===== src/rtl/useq_pkg.sv =====
// Shared constants for the micro-sequencer: state codes, ALU codes,
// register numbers, opcode classes, op3 values and branch conditions.
// No logic lives here; the state codes double as the uSeq_State_Out values.
package useq_pkg;

   // Sequencer states (value driven on uSeq_State_Out)
   localparam logic [3:0] ST_IDLE     = 4'd0;
   localparam logic [3:0] ST_FETCH    = 4'd1;
   localparam logic [3:0] ST_DECODE   = 4'd2;
   localparam logic [3:0] ST_EXEC_ALU = 4'd3;
   localparam logic [3:0] ST_MEM      = 4'd4;
   localparam logic [3:0] ST_BRANCH   = 4'd5;
   localparam logic [3:0] ST_PC_INC   = 4'd6;
   localparam logic [3:0] ST_FAULT    = 4'd7;
   localparam logic [3:0] ST_TRAP     = 4'd8;

   // ALU operation codes
   localparam logic [3:0] ALU_ADD   = 4'h0;
   localparam logic [3:0] ALU_ADDCC = 4'h1;
   localparam logic [3:0] ALU_AND   = 4'h2;
   localparam logic [3:0] ALU_ANDCC = 4'h3;
   localparam logic [3:0] ALU_OR    = 4'h4;
   localparam logic [3:0] ALU_ORCC  = 4'h5;
   localparam logic [3:0] ALU_PASSA = 4'hC;
   localparam logic [3:0] ALU_INC4  = 4'hD;

   // Register-file numbers used in MIR fields
   localparam logic [5:0] REG_R0   = 6'd0;
   localparam logic [5:0] REG_PC   = 6'd32;
   localparam logic [5:0] REG_IR   = 6'd37;
   localparam logic [5:0] REG_SIMM = 6'd38;

   // Opcode class in IR_OP[7:6]
   localparam logic [1:0] CLS_BRANCH = 2'b00;
   localparam logic [1:0] CLS_CALL   = 2'b01;
   localparam logic [1:0] CLS_ALU    = 2'b10;
   localparam logic [1:0] CLS_MEM    = 2'b11;

   // op3 values in IR_OP[5:0]
   localparam logic [5:0] OP3_ADD   = 6'h00;
   localparam logic [5:0] OP3_AND   = 6'h01;
   localparam logic [5:0] OP3_OR    = 6'h02;
   localparam logic [5:0] OP3_ADDCC = 6'h10;
   localparam logic [5:0] OP3_ANDCC = 6'h11;
   localparam logic [5:0] OP3_ORCC  = 6'h12;
   localparam logic [5:0] OP3_LD    = 6'h00;
   localparam logic [5:0] OP3_ST    = 6'h04;

   // Branch condition in IR_OP[5:2]
   localparam logic [3:0] COND_BA   = 4'h8;
   localparam logic [3:0] COND_BE   = 4'h1;
   localparam logic [3:0] COND_BNEG = 4'h6;
   localparam logic [3:0] COND_BCS  = 4'h5;
   localparam logic [3:0] COND_BVS  = 4'h7;

   // PSR bit positions, register layout {N,Z,V,C}
   localparam int PSR_N = 3;
   localparam int PSR_Z = 2;
   localparam int PSR_V = 1;
   localparam int PSR_C = 0;

   // Opcode decode result
   typedef struct packed {
      logic [3:0] alu_code;
      logic       is_alu;     // class ALU with a supported op3
      logic       is_mem;     // ld or st
      logic       is_st;
      logic       is_branch;
      logic       taken;      // branch condition true against the given PSR
   } decode_t;

endpackage


===== src/rtl/useq_decoder.sv =====
// Opcode decoder: op3 -> ALU code, opcode legality and branch-condition test.
// Latency: purely combinational. Backpressure: none (no handshake).
// Ports: op = IR opcode {class, op3/cond}; psr = {N,Z,V,C}; dec = decode result.
module useq_decoder
   import useq_pkg::*;
(
   input  logic [7:0] op,
   input  logic [3:0] psr,
   output decode_t    dec
);

   logic [1:0] cls;
   logic [5:0] op3;
   logic [3:0] cond;
   logic       alu_ok;

   assign cls  = op[7:6];
   assign op3  = op[5:0];
   assign cond = op[5:2];

   always_comb begin
      dec          = '0;
      dec.alu_code = ALU_PASSA;
      alu_ok       = 1'b1;

      case (op3)
         OP3_ADD:   dec.alu_code = ALU_ADD;
         OP3_AND:   dec.alu_code = ALU_AND;
         OP3_OR:    dec.alu_code = ALU_OR;
         OP3_ADDCC: dec.alu_code = ALU_ADDCC;
         OP3_ANDCC: dec.alu_code = ALU_ANDCC;
         OP3_ORCC:  dec.alu_code = ALU_ORCC;
         default:   alu_ok       = 1'b0;
      endcase

      dec.is_alu    = (cls == CLS_ALU) && alu_ok;
      dec.is_mem    = (cls == CLS_MEM) && ((op3 == OP3_LD) || (op3 == OP3_ST));
      dec.is_st     = (cls == CLS_MEM) && (op3 == OP3_ST);
      dec.is_branch = (cls == CLS_BRANCH);

      // Unlisted conditions are treated as never taken
      case (cond)
         COND_BA:   dec.taken = 1'b1;
         COND_BE:   dec.taken = psr[PSR_Z];
         COND_BNEG: dec.taken = psr[PSR_N];
         COND_BCS:  dec.taken = psr[PSR_C];
         COND_BVS:  dec.taken = psr[PSR_V];
         default:   dec.taken = 1'b0;
      endcase
   end

endmodule


===== src/rtl/useq_controller.sv =====
// Micro-sequencer: fetch/decode/execute control for a SPARC-like datapath.
// Latency: one state per clock; FETCH and MEM wait for Mem_Ack up to MEM_TIMEOUT cycles, then FAULT.
// Backpressure: memory stalls via Mem_Ack only; no other input can stall the sequence.
// Ports: clock/async active-low reset, Start, IR opcode + IR13, active-low ALU flags,
//        flag-write request, memory ack in; ALU code, A/B/C MIR register numbers and
//        selectors, data-memory selector, Rd/Wr strobes, PSR, state code and halt out.
// Build option: define USEQ_TRAP_EN to stop in TRAP on an illegal opcode
//               (default: illegal opcode behaves as a NOP).
module useq_controller
   import useq_pkg::*;
#(
   parameter int DATAWIDTH_BUS_REG_IR_OP     = 8,
   parameter int DATAWIDTH_ALU_SELECTION     = 4,
   parameter int DATAWIDTH_BUS_REG_MIR_FIELD = 6,
   parameter int MEM_TIMEOUT                 = 15
)(
   input  logic                                   uSeq_CLOCK_50,
   input  logic                                   uSeq_RESET_InLow,
   input  logic                                   uSeq_Start_In,
   input  logic [DATAWIDTH_BUS_REG_IR_OP-1:0]     uSeq_Reg_IR_OP,
   input  logic                                   uSeq_Reg_IR_IR13,
   input  logic                                   uSeq_Overflow_InLow,
   input  logic                                   uSeq_Carry_InLow,
   input  logic                                   uSeq_Negative_InLow,
   input  logic                                   uSeq_Zero_InLow,
   input  logic                                   uSeq_ALU_Flags_Write_PCR,
   input  logic                                   uSeq_Mem_Ack_In,
   output logic [DATAWIDTH_ALU_SELECTION-1:0]     uSeq_ALU_Selection_Out,
   output logic [DATAWIDTH_BUS_REG_MIR_FIELD-1:0] uSeq_MUX_A_MIR,
   output logic [DATAWIDTH_BUS_REG_MIR_FIELD-1:0] uSeq_MUX_B_MIR,
   output logic [DATAWIDTH_BUS_REG_MIR_FIELD-1:0] uSeq_MUX_C_MIR,
   output logic                                   uSeq_MUX_A_MIR_Selector,
   output logic                                   uSeq_MUX_B_MIR_Selector,
   output logic                                   uSeq_MUX_C_MIR_Selector,
   output logic                                   uSeq_DataMemory_Selector_Out,
   output logic                                   uSeq_Mem_Rd_Out,
   output logic                                   uSeq_Mem_Wr_Out,
   output logic [3:0]                             uSeq_PSR_Flags_Out,
   output logic [3:0]                             uSeq_State_Out,
   output logic                                   uSeq_Halt_Out
);

   localparam int CNT_W = $clog2(MEM_TIMEOUT + 1);
   localparam logic [CNT_W-1:0] WAIT_LAST = CNT_W'(MEM_TIMEOUT - 1);

   logic [3:0]       state, state_nxt;
   logic [CNT_W-1:0] wait_cnt, wait_cnt_nxt;
   logic [3:0]       psr;
   decode_t          dec;

   // Decode results captured in DECODE; PSR cannot change between DECODE and
   // BRANCH, so the branch outcome can be resolved at latch time.
   logic [3:0]       alu_q;
   logic             is_st_q;
   logic             taken_q;
   logic             ir13_q;

   useq_decoder u_decoder (
      .op  (uSeq_Reg_IR_OP),
      .psr (psr),
      .dec (dec)
   );

   // Next state and memory-wait counter. The counter returns to zero on every
   // exit from a wait state, so it is already clear when FETCH/MEM is entered.
   always_comb begin
      state_nxt    = state;
      wait_cnt_nxt = '0;
      case (state)
         ST_IDLE: begin
            if (uSeq_Start_In) state_nxt = ST_FETCH;
         end
         ST_FETCH, ST_MEM: begin
            // Ack in the final allowed cycle still counts as a normal exit
            if (uSeq_Mem_Ack_In)
               state_nxt = (state == ST_FETCH) ? ST_DECODE : ST_PC_INC;
            else if (wait_cnt == WAIT_LAST)
               state_nxt = ST_FAULT;
            else
               wait_cnt_nxt = wait_cnt + CNT_W'(1);
         end
         ST_DECODE: begin
            if (dec.is_alu)
               state_nxt = ST_EXEC_ALU;
            else if (dec.is_mem)
               state_nxt = ST_MEM;
            else if (dec.is_branch)
               state_nxt = ST_BRANCH;
            else begin
`ifdef USEQ_TRAP_EN
               state_nxt = ST_TRAP;
`else
               state_nxt = ST_PC_INC;
`endif
            end
         end
         ST_EXEC_ALU: state_nxt = ST_PC_INC;
         ST_BRANCH:   state_nxt = taken_q ? ST_FETCH : ST_PC_INC;
         ST_PC_INC:   state_nxt = ST_FETCH;
         ST_FAULT:    state_nxt = ST_FAULT;
         ST_TRAP:     state_nxt = ST_TRAP;
         default:     state_nxt = ST_IDLE;
      endcase
   end

   always_ff @(posedge uSeq_CLOCK_50 or negedge uSeq_RESET_InLow) begin
      if (!uSeq_RESET_InLow) begin
         state    <= ST_IDLE;
         wait_cnt <= '0;
         psr      <= 4'h0;
         alu_q    <= ALU_PASSA;
         is_st_q  <= 1'b0;
         taken_q  <= 1'b0;
         ir13_q   <= 1'b0;
      end else begin
         state    <= state_nxt;
         wait_cnt <= wait_cnt_nxt;
         if (state == ST_DECODE) begin
            alu_q   <= dec.alu_code;
            is_st_q <= dec.is_st;
            taken_q <= dec.taken;
            ir13_q  <= uSeq_Reg_IR_IR13;
         end
         if ((state == ST_EXEC_ALU) && uSeq_ALU_Flags_Write_PCR)
            psr <= ~{uSeq_Negative_InLow, uSeq_Zero_InLow,
                     uSeq_Overflow_InLow, uSeq_Carry_InLow};
      end
   end

   // Control outputs decode only registered state, so reset clears the
   // strobes immediately and no data input reaches an output.
   always_comb begin
      uSeq_ALU_Selection_Out       = ALU_PASSA;
      uSeq_MUX_A_MIR               = REG_R0;
      uSeq_MUX_B_MIR               = REG_R0;
      uSeq_MUX_C_MIR               = REG_R0;
      uSeq_MUX_A_MIR_Selector      = 1'b0;
      uSeq_MUX_B_MIR_Selector      = 1'b0;
      uSeq_MUX_C_MIR_Selector      = 1'b0;
      uSeq_DataMemory_Selector_Out = 1'b0;
      uSeq_Mem_Rd_Out              = 1'b0;
      uSeq_Mem_Wr_Out              = 1'b0;
      uSeq_Halt_Out                = 1'b0;
      case (state)
         ST_FETCH: begin
            uSeq_Mem_Rd_Out              = 1'b1;
            uSeq_MUX_A_MIR               = REG_PC;
            uSeq_MUX_C_MIR               = REG_IR;
            uSeq_DataMemory_Selector_Out = 1'b1;
         end
         ST_EXEC_ALU: begin
            uSeq_ALU_Selection_Out  = alu_q;
            uSeq_MUX_A_MIR_Selector = 1'b1;
            uSeq_MUX_C_MIR_Selector = 1'b1;
            if (ir13_q) uSeq_MUX_B_MIR          = REG_SIMM;
            else        uSeq_MUX_B_MIR_Selector = 1'b1;
         end
         ST_MEM: begin
            uSeq_ALU_Selection_Out  = ALU_ADD;   // effective address rs1 + rs2/simm13
            uSeq_MUX_A_MIR_Selector = 1'b1;
            if (ir13_q) uSeq_MUX_B_MIR          = REG_SIMM;
            else        uSeq_MUX_B_MIR_Selector = 1'b1;
            if (is_st_q) begin
               uSeq_Mem_Wr_Out = 1'b1;
            end else begin
               uSeq_Mem_Rd_Out              = 1'b1;
               uSeq_DataMemory_Selector_Out = 1'b1;
               uSeq_MUX_C_MIR_Selector      = 1'b1;
            end
         end
         ST_BRANCH: begin
            if (taken_q) begin
               uSeq_ALU_Selection_Out = ALU_ADD;
               uSeq_MUX_A_MIR         = REG_PC;
               uSeq_MUX_B_MIR         = REG_SIMM;
               uSeq_MUX_C_MIR         = REG_PC;
            end
         end
         ST_PC_INC: begin
            uSeq_ALU_Selection_Out = ALU_INC4;
            uSeq_MUX_A_MIR         = REG_PC;
            uSeq_MUX_C_MIR         = REG_PC;
         end
         ST_FAULT, ST_TRAP: uSeq_Halt_Out = 1'b1;
         default: ;
      endcase
   end

   assign uSeq_PSR_Flags_Out = psr;
   assign uSeq_State_Out     = state;

endmodule


===== config.mk =====
export PLATFORM = sky130hd
export DESIGN_NAME = useq_controller
export DESIGN_NICKNAME = d
export VERILOG_FILES = /design/src/rtl/useq_pkg.sv /design/src/rtl/useq_decoder.sv /design/src/rtl/useq_controller.sv
export SDC_FILE = /design/constraint.sdc
export NUM_CORES = 1
export LEC_CHECK = 0
export ABC_AREA = 1
export CORE_MARGIN = 1.5
export CORE_UTILIZATION = 41
export DETAILED_ROUTE_END_ITERATION = 10
export MAX_ROUTING_LAYER = met4
export PLACE_DENSITY = 0.87
export SYNTH_ARGS = -nofsm -noshare
export SYNTH_HDL_FRONTEND = slang
export SYNTH_HIERARCHICAL = 1
export SYNTH_SLANG_ARGS = --single-unit

===== constraint.sdc =====
create_clock -name uSeq_CLOCK_50 -period 1.9 [get_ports uSeq_CLOCK_50]
set_clock_uncertainty 0.2 [all_clocks]
set_input_delay 0.285 -clock uSeq_CLOCK_50 [delete_from_list [all_inputs] [get_ports uSeq_CLOCK_50]]
set_output_delay 0.285 -clock uSeq_CLOCK_50 [all_outputs]
set_load 0.01 [all_outputs]

Word-level counts from Yosys, hierarchy flattened
Index checks and enable logic that the tools add are counted.
{ "word_totals": {"register_bits": 19, "inputBits": 18, "output_inout_bits": 37, "word_cells": 79} }
{ "classes": {"add_sub_neg": 1, "eq_ne": 24, "muxes": 32, "bitwise_logic": 1, "reduce_logical": 14} }
{ "ops": {"columns": ["operator", "n"], "rows": [
  ["one-hot mux 4 bit (8 select lines)", 1],
  ["== test 4 x 3 -> 1 bit (second input constant)", 7],
  ["2-to-1 mux 4 bit", 7],
  ["one-hot mux 4 bit (6 select lines)", 1],
  ["one-hot mux 6 bit (2 select lines)", 2],
  ["== test 6 x 5 -> 1 bit (second input constant)", 3],
  ["2-to-1 mux 6 bit", 3],
  ["one-hot mux 6 bit (3 select lines)", 1],
  ["one-hot mux 4 bit (4 select lines)", 1],
  ["== test 4 bit (second input constant)", 3],
  ["2-to-1 mux 3 bit", 3],
  ["== test 4 x 1 -> 1 bit (second input constant)", 2],
  ["== test 4 x 2 -> 1 bit (second input constant)", 2],
  ["2-to-1 mux 1 bit", 8],
  ["OR reduction 2 bit", 4],
  ["== test 6 x 1 -> 1 bit (second input constant)", 1],
  ["== test 6 x 2 -> 1 bit (second input constant)", 1],
  ["== test 6 x 3 -> 1 bit (second input constant)", 1],
  ["logical NOT 6 bit", 1],
  ["OR reduction 6 bit", 1],
  ["one-hot mux 1 bit (5 select lines)", 1],
  ["adder 4 x 1 -> 4 bit (second input constant)", 1],
  ["== test 2 bit (second input constant)", 2],
  ["logical AND 1 bit", 4],
  ["9 further kinds", 11]
]} }

Longest topological paths before layout
Gate-level depths: netlist of the first run.
{ "logic_depth": {"depth_word": 6, "mapped_depth": 9, "mapped_depth_nobuf": 9} }

Hierarchy
Netlist of the first run, hierarchy kept.
{ "modules_own_cells": {"columns": ["module", "n_inst", "cells_each", "area_each_um2", "seq_area_each_um2"], "rows": [
  ["useq_controller", 1, 157, 1218.7, 478.0],
  ["useq_decoder", 1, 40, 172.7, 0.0]
]} }

Least setup slack after synthesis of the first run
No wires, ideal clock.
{ "synth_path": {"path_type": "register to output", "from": "register state[1] (netlist: uSeq_State_Out[1])", "to": "output port uSeq_Mem_Rd_Out", "t_arrival_ns": 1.318, "t_required_ns": 1.415, "path_slack_ns": 0.097, "path_stages_with_launch": 5, "n_path_buf": 1, "path_cell_list": "dfrtp_1 -> nor2_2 -> nand2_4 -> o21ai_0 -> buf_4"} }
{ "synth_via": {"elab_chain_cells": 2, "elab_cells_between_ends": 3, "classes_between": "eq/ne: 2; mux: 1"} }
{ "synth_lines": {"columns": ["element", "line_no", "source"], "rows": [
  ["start: declaration", "useq_controller.sv:46", "logic [3:0] state, state_nxt;"],
  ["start signal: assignment", "useq_controller.sv:116", "state <= state_nxt;"],
  ["== test 4 x 3 -> 1 bit or == test 4 x 1 -> 1 bit (tied branches)", null, null],
  ["one-hot mux 1 bit (2 select lines) (*)", null, null],
  ["end: declaration", "useq_controller.sv:36", "output logic uSeq_Mem_Rd_Out,"]
]} }
Every way passes the cells marked *; elsewhere a longest branch is shown, timed or not.

Worst setup path after layout of the first run
{ "layout_path": {"from": "register state[3] (netlist: uSeq_State_Out[3])", "to": "output port uSeq_ALU_Selection_Out[3]"} }
{ "layout_via": {"elab_chain_cells": 2, "elab_cells_between_ends": 5, "classes_between": "eq/ne: 4; mux: 1"} }
{ "layout_lines": {"columns": ["element", "line_no", "source"], "rows": [
  ["== test 4 x 3 -> 1 bit or == test 4 x 2 -> 1 bit (tied branches)", "useq_controller.sv:144", "case (state)"],
  ["one-hot mux 4 bit (4 select lines) (*)", "useq_controller.sv:144", null],
  ["end: declaration", "useq_controller.sv:28", "output logic [DATAWIDTH_ALU_SELECTION-1:0] uSeq_ALU_Selection_Out,"]
]} }
Marks and branches as above.

==> run summary, run 1 <==
The total overflow left after global routing is 0. The total standard cell area after synthesis came out at 0.001391 mm². The final cell area excluding filler cells was 0.002217 mm²; the layout overhead on the synthesized area was 59.35%.

The net count of the finished layout is 298. Wires add up to 3679 µm. The number of levels in the clock H-tree was 1.

The reported net switching power came out at 0.001468 W. Sequential cells were found to cover 34.35% of the synthesized design area. In the synthesized netlist the dominant register cell turns out to be sky130_fd_sc_hd__dfrtp_1.

The design internal power was 0.001876 W. The flow ran to the end, but the final reports show violations. The cell at the slowest stage of the critical path is sky130_fd_sc_hd__dfrtp_2. The worst hold path belongs to the class in2async.

The run gives 5568 µm as the first-pass GRT wire length. The tree is rooted in a sky130_fd_sc_hd__clkbuf_4. The async set or reset register ratio after synthesis is 100.0%. Number of hold-repair buffers added at the cts stage: 0. STA puts the critical path data arrival time at 1.61 ns.

The clock drives 19 sinks. The floorplan step defined a die boundary enclosing 0.003752 mm². Leaving out fill and tap cells, the most frequent cell in the layout is sky130_fd_sc_hd__nand2_1. Aggregate negative setup slack: -1.212 ns. The synthesized design contains 0 enable-type register cells. The post-route DRC violation count is 0.

After clock tree synthesis, the clock-pin slew on the worst setup and hold paths is 0.11 ns. The synthesis warning total was 6. For the worst setup path, the data required time is 1.41 ns. Static timing analysis puts the maximum clock frequency at 477.1 MHz. The worst setup path is captured at an output pin. The utilization after layout was 70.88%. Final count of hold timing violations: 0. The biggest fanout along the worst timing path was 4; the initial cell density of the core was 44.48%.

The buffer levels on the longest clock path came out at 2. Count of pins over their slew limit: 0. Of the available clock period, the critical path in the final layout requires 110.3%.

Each instance of the synthesized netlist takes up on average 7.063 µm². The delay contributed by the slowest stage of the critical path works out to 0.46 ns. Of all cell types, the one taking the most synthesized area is sky130_fd_sc_hd__dfrtp_1. The signal on the critical path passes through nor2_4, buf_6, nand2_8, o21ai_2, inv_1, buf_6, nand2_4, buf_6. The library cells used most frequently in the layout, excluding fill and tap cells, are sky130_fd_sc_hd__nand2_1, sky130_fd_sc_hd__buf_4, sky130_fd_sc_hd__inv_1. The cell leakage power came out at 1.218 nW. In this run the core area contains 20 standard-cell rows. The area fraction of the dominant cell type after synthesis was 30.58%; the share of total power in the clock network was 6.2%.

The shortest clock period the worst path allows after layout was 2.096 ns; the number of fillers in the final layout was 238. For this block, the initial DRC count from the detailed router was 35. The core region is 0.003128 mm². Source-to-sink clock delay at the later pin of the worst-skew pair: 0.30 ns. The tools report the count of antenna diodes in the layout as 0. The tool flagged a number of max-cap violations equal to 0. TritonCTS built the clock tree. In this run, synthesis produced a sequential element count of 19.

After legalization and detailed placement, the total HPWL measured 2526 µm. Sorting the synthesized cells by area gives the leading types as sky130_fd_sc_hd__dfrtp_1, sky130_fd_sc_hd__nand2_1, sky130_fd_sc_hd__buf_4. The die span in x works out to 61.26 µm.

Critical path's most frequent cell: sky130_fd_sc_hd__buf_6. The logs give 4 for the first-pass detailed-route iteration total and 0.03231 ns for the smallest hold slack. For the number of standard cells after synthesis, the log shows 197. The final reports fail on setup timing. The final weighted congestion in routability-driven placement was 0.8764.

After detailed placement, the total cell area comes to 0.001956 mm². The proportion of power drawn by combinational gates is 72.5%, and the all-layer global routing usage is 20.90%. In this run switching power makes up 43.90% of total power. Total clock buffers created by CTS: 3. In this run the vertical extent of the chip is 61.26 µm. Setup violations remaining at the end of the flow were counted as 13. In this run the power density over the cells is 1508 mW/mm². Across the VDD grid, the largest voltage drop is 0.0005540 V. The count of buffers added on input and output ports is 43. Entering global routing, the biggest net connects 13 pins. The final critical-path setup slack is -0.1959 ns. In the routed layout, each cell is associated on average with a via count of 4.470. Dividing the detail-routed wire length by the instance count gives 11.46 µm.

The layout cell share with drive strength beyond 1 came out at 38.99%. The category of the most critical setup path is reg2out. The count of different cell masters after synthesis is 28. The via count of the first global-routing pass was 1314. In this run the count of I/O pins placed on the die edge is 55.

The count of nets left with antenna violations once routing finished came out at 0. The initial antenna violation count is 0, and the sequential share of power is 21.3%. For the via count, the log shows 1435.

Setup repair after global routing could not meet its margin everywhere. Type of element launching the critical path: a register.
sequential cells by signal, summed over array words and instances, names as in the netlist:
signal / flops
alu_q: 4
ir13_q: 1
is_st_q: 1
taken_q: 1
uSeq_PSR_Flags_Out: 4
uSeq_State_Out: 4
wait_cnt: 4
stage by stage:
step	total power [W]	setup WS, ns	cells
after floorplan	0.001683	0.09699	207
after global placement	0.002537	-0.1344	300
after detailed placement	0.002602	-0.2012	300
after CTS	0.002976	-0.1915	315
after global routing	0.003574	-0.2683	321
final	0.003344	-0.1959	321
path summary, 6_finish.rpt:
check / slack, ns / depth (start not counted) / start / endpoint
worst max register to register: 0.08 / 10 / uSeq_State_Out[0]$_DFFE_PN0P_ / uSeq_State_Out[1]$_DFFE_PN0P_
worst min-delay path: 0.03 / 1 / uSeq_RESET_InLow / is_st_q$_DFFE_PN0N_
worst min register to register: 0.29 / 2 / alu_q[2]$_DFFE_PN1N_ / alu_q[2]$_DFFE_PN1N_
min in group uSeq_CLOCK_50: 0.29 / 2 / alu_q[2]$_DFFE_PN1N_ / alu_q[2]$_DFFE_PN1N_
worst max-delay path: -0.20 / 8 / uSeq_State_Out[3]$_DFFE_PN0P_ / uSeq_ALU_Selection_Out[3]
max in group asynchronous: 0.96 / 2 / uSeq_RESET_InLow / uSeq_State_Out[1]$_DFFE_PN0P_
routing by layer:
layer	wire length (µm)	GRT usage, %	up-vias
li1	-	-	739
met1	1494	22.92	640
met2	1965	39.21	50
met3	160	2.101	6
met4	59	6.522	0
met5	0	-	-
critical path, delay by kind of cell, from the launching register on:
| kind | cells | cell delay [ns] |
|---|---|---|
| buffers and inverters | 4 | 0.41 |
| and+or+nand+nor | 3 | 0.30 |
| AOI/OAI and AO/OA | 1 | 0.13 |
| DFF | 1 | 0.46 |
repair_timing:
action                                  in CTS  in global routing
endpoints found under the setup margin      19                 25
resized for setup                           94                 33
pin swaps                                    3                  7
buffers inserted                            11                  7
final cells by class:
type                       instances  area (µm²)  area share (%)
multi-input combinational        142       814.5           36.74
timing repair buffer              82       715.7           32.28
sequential                        19       481.7           21.73
inverter                          30       123.9           5.587
tap                               44       55.05           2.483
clock buffer                       4       26.28           1.185
synthesized netlist by cell type (2+ instances only):
cell / instances
sky130_fd_sc_hd__inv_1: 25
sky130_fd_sc_hd__nand2_1: 59
sky130_fd_sc_hd__dfstp_2: 2
sky130_fd_sc_hd__nor2_1: 23
sky130_fd_sc_hd__buf_4: 15
sky130_fd_sc_hd__nand3_1: 12
sky130_fd_sc_hd__nand2_2: 3
sky130_fd_sc_hd__o21ai_2: 7
sky130_fd_sc_hd__o21ai_0: 5
sky130_fd_sc_hd__clkinv_2: 2
sky130_fd_sc_hd__nand2_4: 4
sky130_fd_sc_hd__nor2_2: 6
sky130_fd_sc_hd__inv_2: 2
sky130_fd_sc_hd__dfrtp_1: 17
sky130_fd_sc_hd__ha_1: 2
cell families after synthesis:
group                      share of synthesized area, %
AOI/OAI and AO/OA                                 8.723
other                                            0.2695
adders and majority gates                         1.798
xor gates and xnor gates                          1.259
buffers and inverters                             17.18
and+or+nand+nor                                   36.42
DFF                                               34.35
power groups by stage:
stage | clock network [W] | logic [W] | registers [W]
global route | 0.000229 | 0.00261 | 0.000733
global placement | 0 | 0.00186 | 0.000677
CTS | 0.000212 | 0.00207 | 0.000694
finish | 0.000209 | 0.00242 | 0.000712
detailed placement | 0 | 0.00191 | 0.000690
floorplan | 0 | 0.000975 | 0.000707
Power figures use the tool's default switching activity.
==> run 2, diff against run 1 <==
==> constraint.sdc (replaced) <==
create_clock -name uSeq_CLOCK_50 -period 2.3 [get_ports uSeq_CLOCK_50]
set_clock_uncertainty 0.2 [all_clocks]
set_input_delay 0.345 -clock uSeq_CLOCK_50 [delete_from_list [all_inputs] [get_ports uSeq_CLOCK_50]]
set_output_delay 0.345 -clock uSeq_CLOCK_50 [all_outputs]
set_load 0.01 [all_outputs]
==> run summary, run 2 (same netlist as run 1, synthesis figures left out) <==
For the clock sink count, the log shows 19 (unchanged). The count of pins over their slew limit was 0 (unchanged); the first-pass detailed-route iteration total was 4 (unchanged). The capture instance of the worst register-to-register path was uSeq_State_Out[1]$_DFFE_PN0P_.

The worst setup path is of the reg2out kind. Source-to-sink clock delay at the later pin of the worst-skew pair: 0.29 ns (about the same). The buffer levels on the longest clock path was 2 (unchanged). The tools report the utilization after layout as 60.88% (-10 points). For the number of cells after detailed placement, the log shows 280 (-6.7%). The kind of end point of the critical path is an output pin. The first-pass GRT wire length is 4892 µm (-12%), and the biggest fanout along the worst timing path is 6 (+2). The headroom to the max-slew limit is 65.09%. The run gives 13 (unchanged) as the pin count of the biggest net entering global routing.

The layout cell share with drive strength beyond 1 is 19.68% (-19 points), and the top-level port count is 55 (unchanged). After layout, the worst path uses 97.24% of the clock period. STA classifies the critical path startpoint as a register. The cell leakage power was 1.055 nW (-13%); the number of fillers in the final layout was 299 (+26%). The via count of the first global-routing pass is 1160 (-12%), and the largest voltage drop on the vdd net is 0.0004462 V (-19%). The initial antenna violation count was 0 (unchanged); the detailed-route vias per instance was 4.474 (about the same). Data arrival time of the critical path: 1.69 ns (+0.08 ns).

The internal reg-to-reg setup slack is 0.72 ns (+0.64 ns), and the floorplan core area is 0.003128 mm² (unchanged). The library cell used most frequently in the layout, excluding fill and tap cells, is sky130_fd_sc_hd__nand2_1. In this run the worst hold path is classified as in2async. The slew of the pin with the lowest slew margin is 0.5219 ns, and the all-layer global routing usage is 17.97% (-2.9 points).

For the count of antenna diodes in the layout, the log shows 0 (unchanged). The setup-violating endpoint count in the final report came out at 0 (-13). The run gives 270 (-9.4%) as the total number of nets in the final design.

For the smallest hold slack, the log shows 0.1890 ns (+0.1567 ns). In the layout the commonest cells are sky130_fd_sc_hd__nand2_1, sky130_fd_sc_hd__inv_1, sky130_fd_sc_hd__clkdlybuf4s50_1. Post-detailed-placement cell area: 0.001805 mm² (-7.7%).

For the final cell area excluding filler cells, the log shows 0.001904 mm² (-14%). The first-iteration detailed-routing DRC count came out at 58 (+66%). The worst reg2reg path depth was 9 (-1); the remaining global-route overflow was 0 (unchanged). The flow ran to the end, and the final reports show no timing, DRC or antenna violations. The height of the die was 61.26 µm (unchanged); the post-layout instance count excluding filler cells was 293 (-8.7%). The final weighted congestion in routability-driven placement is 0.9139 (+4.3%). Relative to the synthesized area, the layout overhead comes to 36.87%. The clock root buffer is sky130_fd_sc_hd__clkbuf_4. The tools report the via count as 1311 (-8.6%). In this run the critical register-to-register path is launched from uSeq_State_Out[2]$_DFFE_PN0P_.

The count of port buffers added during placement came out at 43 (unchanged). The maximum clock frequency was 447.1 MHz. The area of all sequential standard cells was 481.7 µm² (unchanged); the count of standard-cell rows was 20 (unchanged). The post-route DRC violation count came out at 0 (unchanged). The final count of hold timing violations is 0 (unchanged), and the total wire length is 2997 µm (-19%). The initial cell density of the core was 44.48% (unchanged). The tools report the area enclosed by the die boundary as 0.003752 mm² (unchanged). The required time of the worst setup path was 1.75 ns (+0.34 ns); the clock transition time at the flip-flop clock pins of the worst setup and hold paths was 0.10 ns (about the same).

For the post-layout total power, the log shows 0.002124 W (-36%). For the number of levels in the clock H-tree, the log shows 1 (unchanged). The run gives 0 (unchanged) as the number of max-capacitance violations reported.

Setup repair after global routing could not meet its margin everywhere. TritonCTS built the clock tree. The worst path in the final design needs a cycle of 2.237 ns, including I/O delays and setup. The antenna violation net count after detailed routing was 0 (unchanged); the area of the multi-input gates was 729.5 µm² (-10%). The die span in x is 61.26 µm (unchanged), and the total clock buffers created by CTS is 3 (unchanged). The final HPWL from detailed placement is 2283 µm (-9.6%). The power density normalized to cell area is 1115 mW/mm² (-26%).

The wire length per cell came out at 10.23 µm (-11%).
run 2: changes by cell type in the layout (fill, tap and decap cells not counted), sizes merged:
cell           change
buf               -45
clkdlybuf4s50      +3
clkinv             +1
clkdlybuf4s15      +2
dlygate4sd2       +12
inv                -1
run 2: stage by stage:
step                      worst slack, ns  TNS (ns)
after global placement             0.1261         0
after global routing            -0.007862  -0.02564
after floorplan                    0.4370         0
final                             0.06345         0
after detailed placement          0.07736         0
after CTS                         0.02024         0
run 2: routing by layer:
metal	vias to the layer above	GRT usage, %	part of all wire, %
met5	-	-	0
met4	0	4.348	0.53
met3	2	3.151	5.6
met2	47	31.00	50
met1	580	21.74	44
li1	682	-	-
run 2: cell type report:
type                    count  area share, %
well taps                  44          2.891
flip-flops and latches     19          25.30
clock buffers               4          1.380
multi-input cells         142          38.30
repair buffers             54          26.08
inverters                  30          6.045
run 2: critical path, stage by stage, from the launching register on:
cell	delay (ns)
sky130_fd_sc_hd__dfrtp_1	0.41
sky130_fd_sc_hd__buf_4	0.15
sky130_fd_sc_hd__nor2_4	0.17
sky130_fd_sc_hd__nand2_4	0.10
sky130_fd_sc_hd__buf_4	0.14
sky130_fd_sc_hd__a21oi_1	0.13
sky130_fd_sc_hd__dlygate4sd2_1	0.29
run 2: worst max-delay path by stage:
stage / end / startpoint / cells past startpoint
5_1_grt: uSeq_MUX_B_MIR[1] / uSeq_State_Out[2]$_DFFE_PN0P_ / 7
3_5_place_dp: uSeq_MUX_B_MIR[5] / uSeq_State_Out[2]$_DFFE_PN0P_ / 7
2_1_floorplan: uSeq_Mem_Rd_Out / uSeq_State_Out[1]$_DFFE_PN0P_ / 4
6_report: uSeq_MUX_B_MIR_Selector / uSeq_State_Out[2]$_DFFE_PN0P_ / 6
4_1_cts: uSeq_MUX_A_MIR_Selector / uSeq_State_Out[2]$_DFFE_PN0P_ / 5
3_3_place_gp: uSeq_MUX_B_MIR[5] / uSeq_State_Out[2]$_DFFE_PN0P_ / 7
run 2: repair_timing:
item / 4_1_cts / 5_1_grt
hold buffers: 0 / 0
resized for setup: 24 / 6
setup buffers: 7 / 2
pin swaps: 1 / 2
endpoints found under the setup margin: 18 / 6
run 2: report_power, final:
part	internal (W)	leakage [nW]	total [W]	switching [W]
clock network	0.0000673	0.0150	0.000166	0.0000986
logic	0.000637	0.800	0.00139	0.000753
registers	0.000466	0.241	0.000568	0.000102
total	0.00117	1.06	0.00212	0.000954
==> run 3, diff against run 2 <==
--- a/config.mk
+++ b/config.mk
@@ -15,3 +15,4 @@
 export SYNTH_HDL_FRONTEND = slang
 export SYNTH_HIERARCHICAL = 1
 export SYNTH_SLANG_ARGS = --single-unit
+export TNS_END_PERCENT = 10
==> run summary, run 3 (same netlist as run 1, synthesis figures left out) <==
The run finished with clean final reports. The total clock buffers created by CTS is 3 (unchanged), and the final count of hold timing violations is 0 (unchanged). The data arrival time of the critical path was 1.74 ns (+0.05 ns).

The clock transition time at the flip-flop clock pins of the worst setup and hold paths works out to 0.11 ns (about the same). On the critical path, the stage with the largest delay is an instance of sky130_fd_sc_hd__clkdlybuf4s50_1. Via count: 1277 (-2.6%).

The critical path in this run is classified as reg2out. The run gives 0.29 ns (about the same) as the source-to-sink clock delay at the later pin of the worst-skew pair. The worst setup path is launched from a register.

The detailed-route vias per instance is 4.449 (-0.56%), and the pin count of the biggest net entering global routing is 13 (unchanged). The cell leakage power is 1.021 nW (-3.2%), and the initial cell density of the core is 44.48% (unchanged). The clock root buffer is sky130_fd_sc_hd__clkbuf_4. The post-route fraction of the period consumed by the critical path works out to 99.30% (+2.1 points).

The required time of the worst setup path was 1.75 ns (about the same); the buffer and inverter count on the worst path was 2 (-1). Walking the worst path, the cells encountered are buf_4, nor2_4, nand2_4, nand2_4, clkdlybuf4s50_1. The number of cells after detailed placement is 280 (unchanged), and the largest voltage drop on the vdd net is 0.0004430 V (-0.73%). All-layer global routing usage: 17.61% (-0.36 points). The run gives 55 (unchanged) as the top-level port count. The run gives 0.001805 mm² (unchanged) as the post-detailed-placement cell area. The delay contributed by the slowest stage of the critical path is 0.53 ns (+0.12 ns). The antenna violation net count after detailed routing came out at 0 (unchanged). The run gives 0 (unchanged) as the count of antenna diodes in the layout. The cell family with the largest share of critical-path delay was buffers and inverters. The design internal power is 0.001112 W (-5.0%).

The area enclosed by the die boundary is 0.003752 mm² (unchanged). The run gives 0.001861 mm² (-2.3%) as the final cell area excluding filler cells. The tools report the post-route DRC violation count as 0 (unchanged). The wire length per cell works out to 10.05 µm (-1.7%).

The critical path's most frequent cell is sky130_fd_sc_hd__nand2_4. The height of the die is 61.26 µm (unchanged), and the die span in x is 61.26 µm (unchanged). The logs give 481.7 µm² (unchanged) for the area of all sequential standard cells and 8.3% (+0.5 points) for the share of total power in the clock network.

STA classifies the critical path endpoint as an output pin. The logs give 19 (unchanged) for the clock sink count and 0.9139 (unchanged) for the final weighted congestion in routability-driven placement. The layout cell share with drive strength beyond 1 is 17.70% (-2.0 points), and the utilization after layout is 59.48% (-1.4 points). The run gives 0 (unchanged) as the initial antenna violation count. The logs give 0 (unchanged) for the number of max-capacitance violations reported and 0.01602 ns (-0.04743 ns) for the final critical-path setup slack. The total number of nets in the final design was 264 (-2.2%). The power density normalized to cell area works out to 1100 mW/mm² (-1.4%). The logs give 287 (-2.0%) for the post-layout instance count excluding filler cells and 45 (-22%) for the first-iteration detailed-routing DRC count.

The tools report the buffer levels on the longest clock path as 2 (unchanged). The smallest hold slack was 0.1850 ns (-0.004009 ns). The number of fillers in the final layout was 308 (+3.0%); the first-pass detailed-route iteration total was 4 (unchanged). For the area of the multi-input gates, the log shows 729.5 µm² (unchanged).

In the layout the commonest cells are sky130_fd_sc_hd__nand2_1, sky130_fd_sc_hd__clkdlybuf4s50_1, sky130_fd_sc_hd__inv_1. The switching power share of the total is 45.64% (+0.75 points). The biggest fanout along the worst timing path was 6 (unchanged); the final HPWL from detailed placement was 2283 µm (unchanged). The first-pass GRT wire length came out at 4802 µm (-1.8%). Most common library cell in the layout ignoring fill and taps: sky130_fd_sc_hd__nand2_1. Setup repair after global routing could not meet its margin everywhere. The floorplan core area was 0.003128 mm² (unchanged); the slew of the pin with the lowest slew margin was 0.5218 ns (-0.0001816 ns). The headroom to the max-slew limit was 65.11% (about the same). The path class of the tightest hold or removal check is in2async.

The logs give 0 (unchanged) for the remaining global-route overflow and 0 (unchanged) for the count of pins over their slew limit. The maximum clock frequency is 437.8 MHz (-2.1%), and the reported net switching power is 0.0009339 W (-2.1%). The proportion of power drawn by combinational gates is 63.6% (-1.8 points), and the via count of the first global-routing pass is 1142 (-1.6%). The count of port buffers added during placement works out to 43 (unchanged). The total wire length was 2885 µm (-3.7%); the shortest clock period the worst path allows after layout was 2.284 ns (+0.04743 ns). TritonCTS built the clock tree. Sequential share of power: 28.2% (+1.5 points). Count of standard-cell rows: 20 (unchanged). The run gives 1 (unchanged) as the number of levels in the clock H-tree.

The setup-violating endpoint count in the final report was 0 (unchanged); the internal reg-to-reg setup slack was 0.77 ns (+0.05 ns). For the worst setup timing slack at the placement stage, the log shows 0.07736 ns (unchanged). Layout overhead on the synthesized area: 33.72%.
run 3: cell types whose count changed in the layout (fill, tap and decap cells not counted):
| cell | change |
|---|---|
| sky130_fd_sc_hd__dlygate4sd2_1 | -1 |
| sky130_fd_sc_hd__clkdlybuf4s50_1 | +1 |
| sky130_fd_sc_hd__buf_4 | -6 |
run 3: metal layers:
layer | vias up | track usage, % | share of wire [%]
met1 | 554 | 21.34 | 44
li1 | 669 | - | -
met5 | - | - | 0
met3 | 2 | 3.151 | 6.6
met2 | 52 | 30.24 | 49
met4 | 0 | 4.348 | 0.55
run 3: final timing paths:
kind / start / end / cells past startpoint
hold reg to reg: alu_q[3]$_DFFE_PN1N_ / alu_q[3]$_DFFE_PN1N_ / 2
max in group asynchronous: uSeq_RESET_InLow / wait_cnt[3]$_DFF_PN0_ / 2
min in group uSeq_CLOCK_50: alu_q[3]$_DFFE_PN1N_ / alu_q[3]$_DFFE_PN1N_ / 2
setup reg to reg: uSeq_State_Out[2]$_DFFE_PN0P_ / uSeq_State_Out[1]$_DFFE_PN0P_ / 8
hold / removal: uSeq_RESET_InLow / taken_q$_DFFE_PN0N_ / 1
setup / recovery: uSeq_State_Out[2]$_DFFE_PN0P_ / uSeq_MUX_A_MIR_Selector / 5
run 3: per-stage QoR:
step	total power, W	TNS (ns)
after floorplan	0.001390	0
after detailed placement	0.001922	0
after global routing	0.002242	-0.09905
after CTS	0.002065	-0.1322
final	0.002046	0
after global placement	0.001888	0
run 3: worst register-to-register path, cell delays in order (launching register included):
cell	delay, ns
sky130_fd_sc_hd__dfrtp_1	0.41
sky130_fd_sc_hd__buf_4	0.15
sky130_fd_sc_hd__nor2_4	0.16
sky130_fd_sc_hd__nand2_2	0.14
sky130_fd_sc_hd__clkinv_2	0.17
sky130_fd_sc_hd__nand2_1	0.07
sky130_fd_sc_hd__nand3_1	0.08
sky130_fd_sc_hd__nand2_1	0.05
sky130_fd_sc_hd__inv_1	0.06
run 3: repair_timing:
| item | 4_1_cts | 5_1_grt |
|---|---|---|
| endpoints found under the setup margin | 18 | 7 |
| setup buffers | 3 | 0 |
| gates resized for setup | 23 | 6 |
| hold buffers | 0 | 0 |
| pin swaps | 1 | 0 |
run 3: final cells by class:
type | count | share of cell area [%]
Clock buffer | 4 | 1.412
Sequential cell | 19 | 25.89
Multi-Input combinational cell | 142 | 39.21
Tap cell | 44 | 2.959
Inverter | 30 | 6.187
Timing Repair Buffer | 48 | 24.34
run 3: power groups by stage:
stage	Clock (W)	Sequential (W)	Combinational, W
finish	0.000169	0.000577	0.00130
global route	0.000188	0.000596	0.00146
CTS	0.000173	0.000576	0.00132
detailed placement	0	0.000575	0.00135
global placement	0	0.000570	0.00132
floorplan	0	0.000584	0.000806
==> RTL edit: new RTL, config.mk and constraints of run 2 <==
The parameter `DATAWIDTH_BUS_REG_MIR_FIELD` goes from 6 to 12.
--- a/src/rtl/useq_controller.sv
+++ b/src/rtl/useq_controller.sv
@@ -11,7 +11,7 @@
 #(
    parameter int DATAWIDTH_BUS_REG_IR_OP     = 8,
    parameter int DATAWIDTH_ALU_SELECTION     = 4,
-   parameter int DATAWIDTH_BUS_REG_MIR_FIELD = 6,
+   parameter int DATAWIDTH_BUS_REG_MIR_FIELD = 12,
    parameter int MEM_TIMEOUT                 = 15
 )(
    input  logic                                   uSeq_CLOCK_50,
Interface: changed (resized uSeq_MUX_A_MIR, uSeq_MUX_B_MIR and uSeq_MUX_C_MIR); port bits go from 55 to 73. No check against the original RTL was run, so the function may have changed too.
==> RTL edit against run 2 <==
Synthesized area increased by 9.7%; sequential cell count unchanged; total power increased by 1.1%; routed wire length about the same; critical endpoint is now uSeq_MUX_A_MIR_Selector; highest routed layer unchanged; worst setup slack improved by 0.020 ns; synthesized cell count increased by 9.1%; critical path depth decreased by 1; cell area increased by 3.1%.
==> RTL edit: results (changes against run 2) <==
[grt]
groute.layer.met1.usage = 0.178  ; -0.0391
grt_use_met3 = 0.0106  ; -0.0209
grt_use_total = 0.152  ; -0.0274
grt_pass1_vias = 1149  ; -0.95%
grt_pass1_wl_um = 4840  ; -1.0%

[placement]
gp_congestion = 0.908  ; -0.67%
postPlaceCellArea_um2 = 1870  ; +3.5%
placed_cells = 299  ; +6.8%
dp_slack_ns = 0.0578  ; -0.0196 ns
hpwl_um = 2380  ; +4.3%

[synthesis]
synth_top_area_share = 0.279  ; -0.0271
syn_area_per_cell_um2 = 7.10  ; +0.53%
synth_area_leaders = dfrtp_1 28%, buf_4 16%, nand2_1 15%
seq_area_frac_synth = 0.313  ; -0.0304
synth_common_cells = 59 x nand2_1, 33 x buf_4, 25 x inv_1

[clocking]
cts_setup_buffers = 4  ; -3
clk_latency_ns = 0.25  ; -0.04 ns
clk_pin_slew_ns = 0.07  ; -0.03 ns

[layout]
nets = 282  ; +4.4%
area_growth_pct = 28.6
final_layout_size_suffix_gt1_frac = 0.161  ; -0.0359

[run_status]
status = completed

[power_and_ir_drop]
ir_drop_uv = 419  ; -6.2%

[worst_setup_path]
critical_path.slowest_cell = clkdlybuf4s50_1
critPathMaxStageDelay_ns = 0.53  ; +0.12 ns
crit_arrival_ns = 1.67  ; -0.02 ns

[detailed_routing]
vias = 1329  ; +1.4%

[RTL edit: layout make-up]
class / instances / area [um2] / share of cell area
Clock buffer: 4 / 45.0 / 0.0229
Sequential cell: 19 / 482 / 0.245
Multi-Input combinational cell: 160 / 797 / 0.406
Inverter: 30 / 115 / 0.0586
Timing Repair Buffer: 48 / 467 / 0.238
Tap cell: 46 / 57.6 / 0.0293
[RTL edit: worst paths after layout]
| path | end | slack (ns) | cells after the start |
|---|---|---|---|
| max | uSeq_MUX_A_MIR_Selector | 0.08 | 5 |
| min | uSeq_PSR_Flags_Out[0]$_DFFE_PN0P_ | 0.22 | 2 |
| max reg2reg | uSeq_State_Out[0]$_DFFE_PN0P_ | 0.67 | 9 |
| min reg2reg | alu_q[3]$_DFFE_PN1N_ | 0.27 | 2 |
| max in group asynchronous | alu_q[3]$_DFFE_PN1N_ | 1.42 | 2 |
| min in group uSeq_CLOCK_50 | alu_q[3]$_DFFE_PN1N_ | 0.27 | 2 |
[RTL edit: report_power, final]
group,switching (W),total [W],internal (W)
clock,0.000105,0.000228,0.000123
combinational,0.000735,0.00134,0.000601
sequential,0.000115,0.000583,0.000468
[RTL edit: cell families after synthesis]
family | Yosys count | share of synthesized area
simple gates | 111 | 0.332
buf+inv | 64 | 0.245
flops | 19 | 0.313
compound gates | 16 | 0.0795
xor+xnor | 2 | 0.0115
fa+ha+maj | 2 | 0.0164
other cells | 1 | 0.00246
[RTL edit: metal layers]
| layer | wire [um] | vias to the layer above |
|---|---|---|
| met5 | 0 | - |
| met4 | 39 | 0 |
| met3 | 170 | 4 |
| met2 | 1450 | 54 |
| met1 | 1340 | 588 |
| li1 | - | 683 |
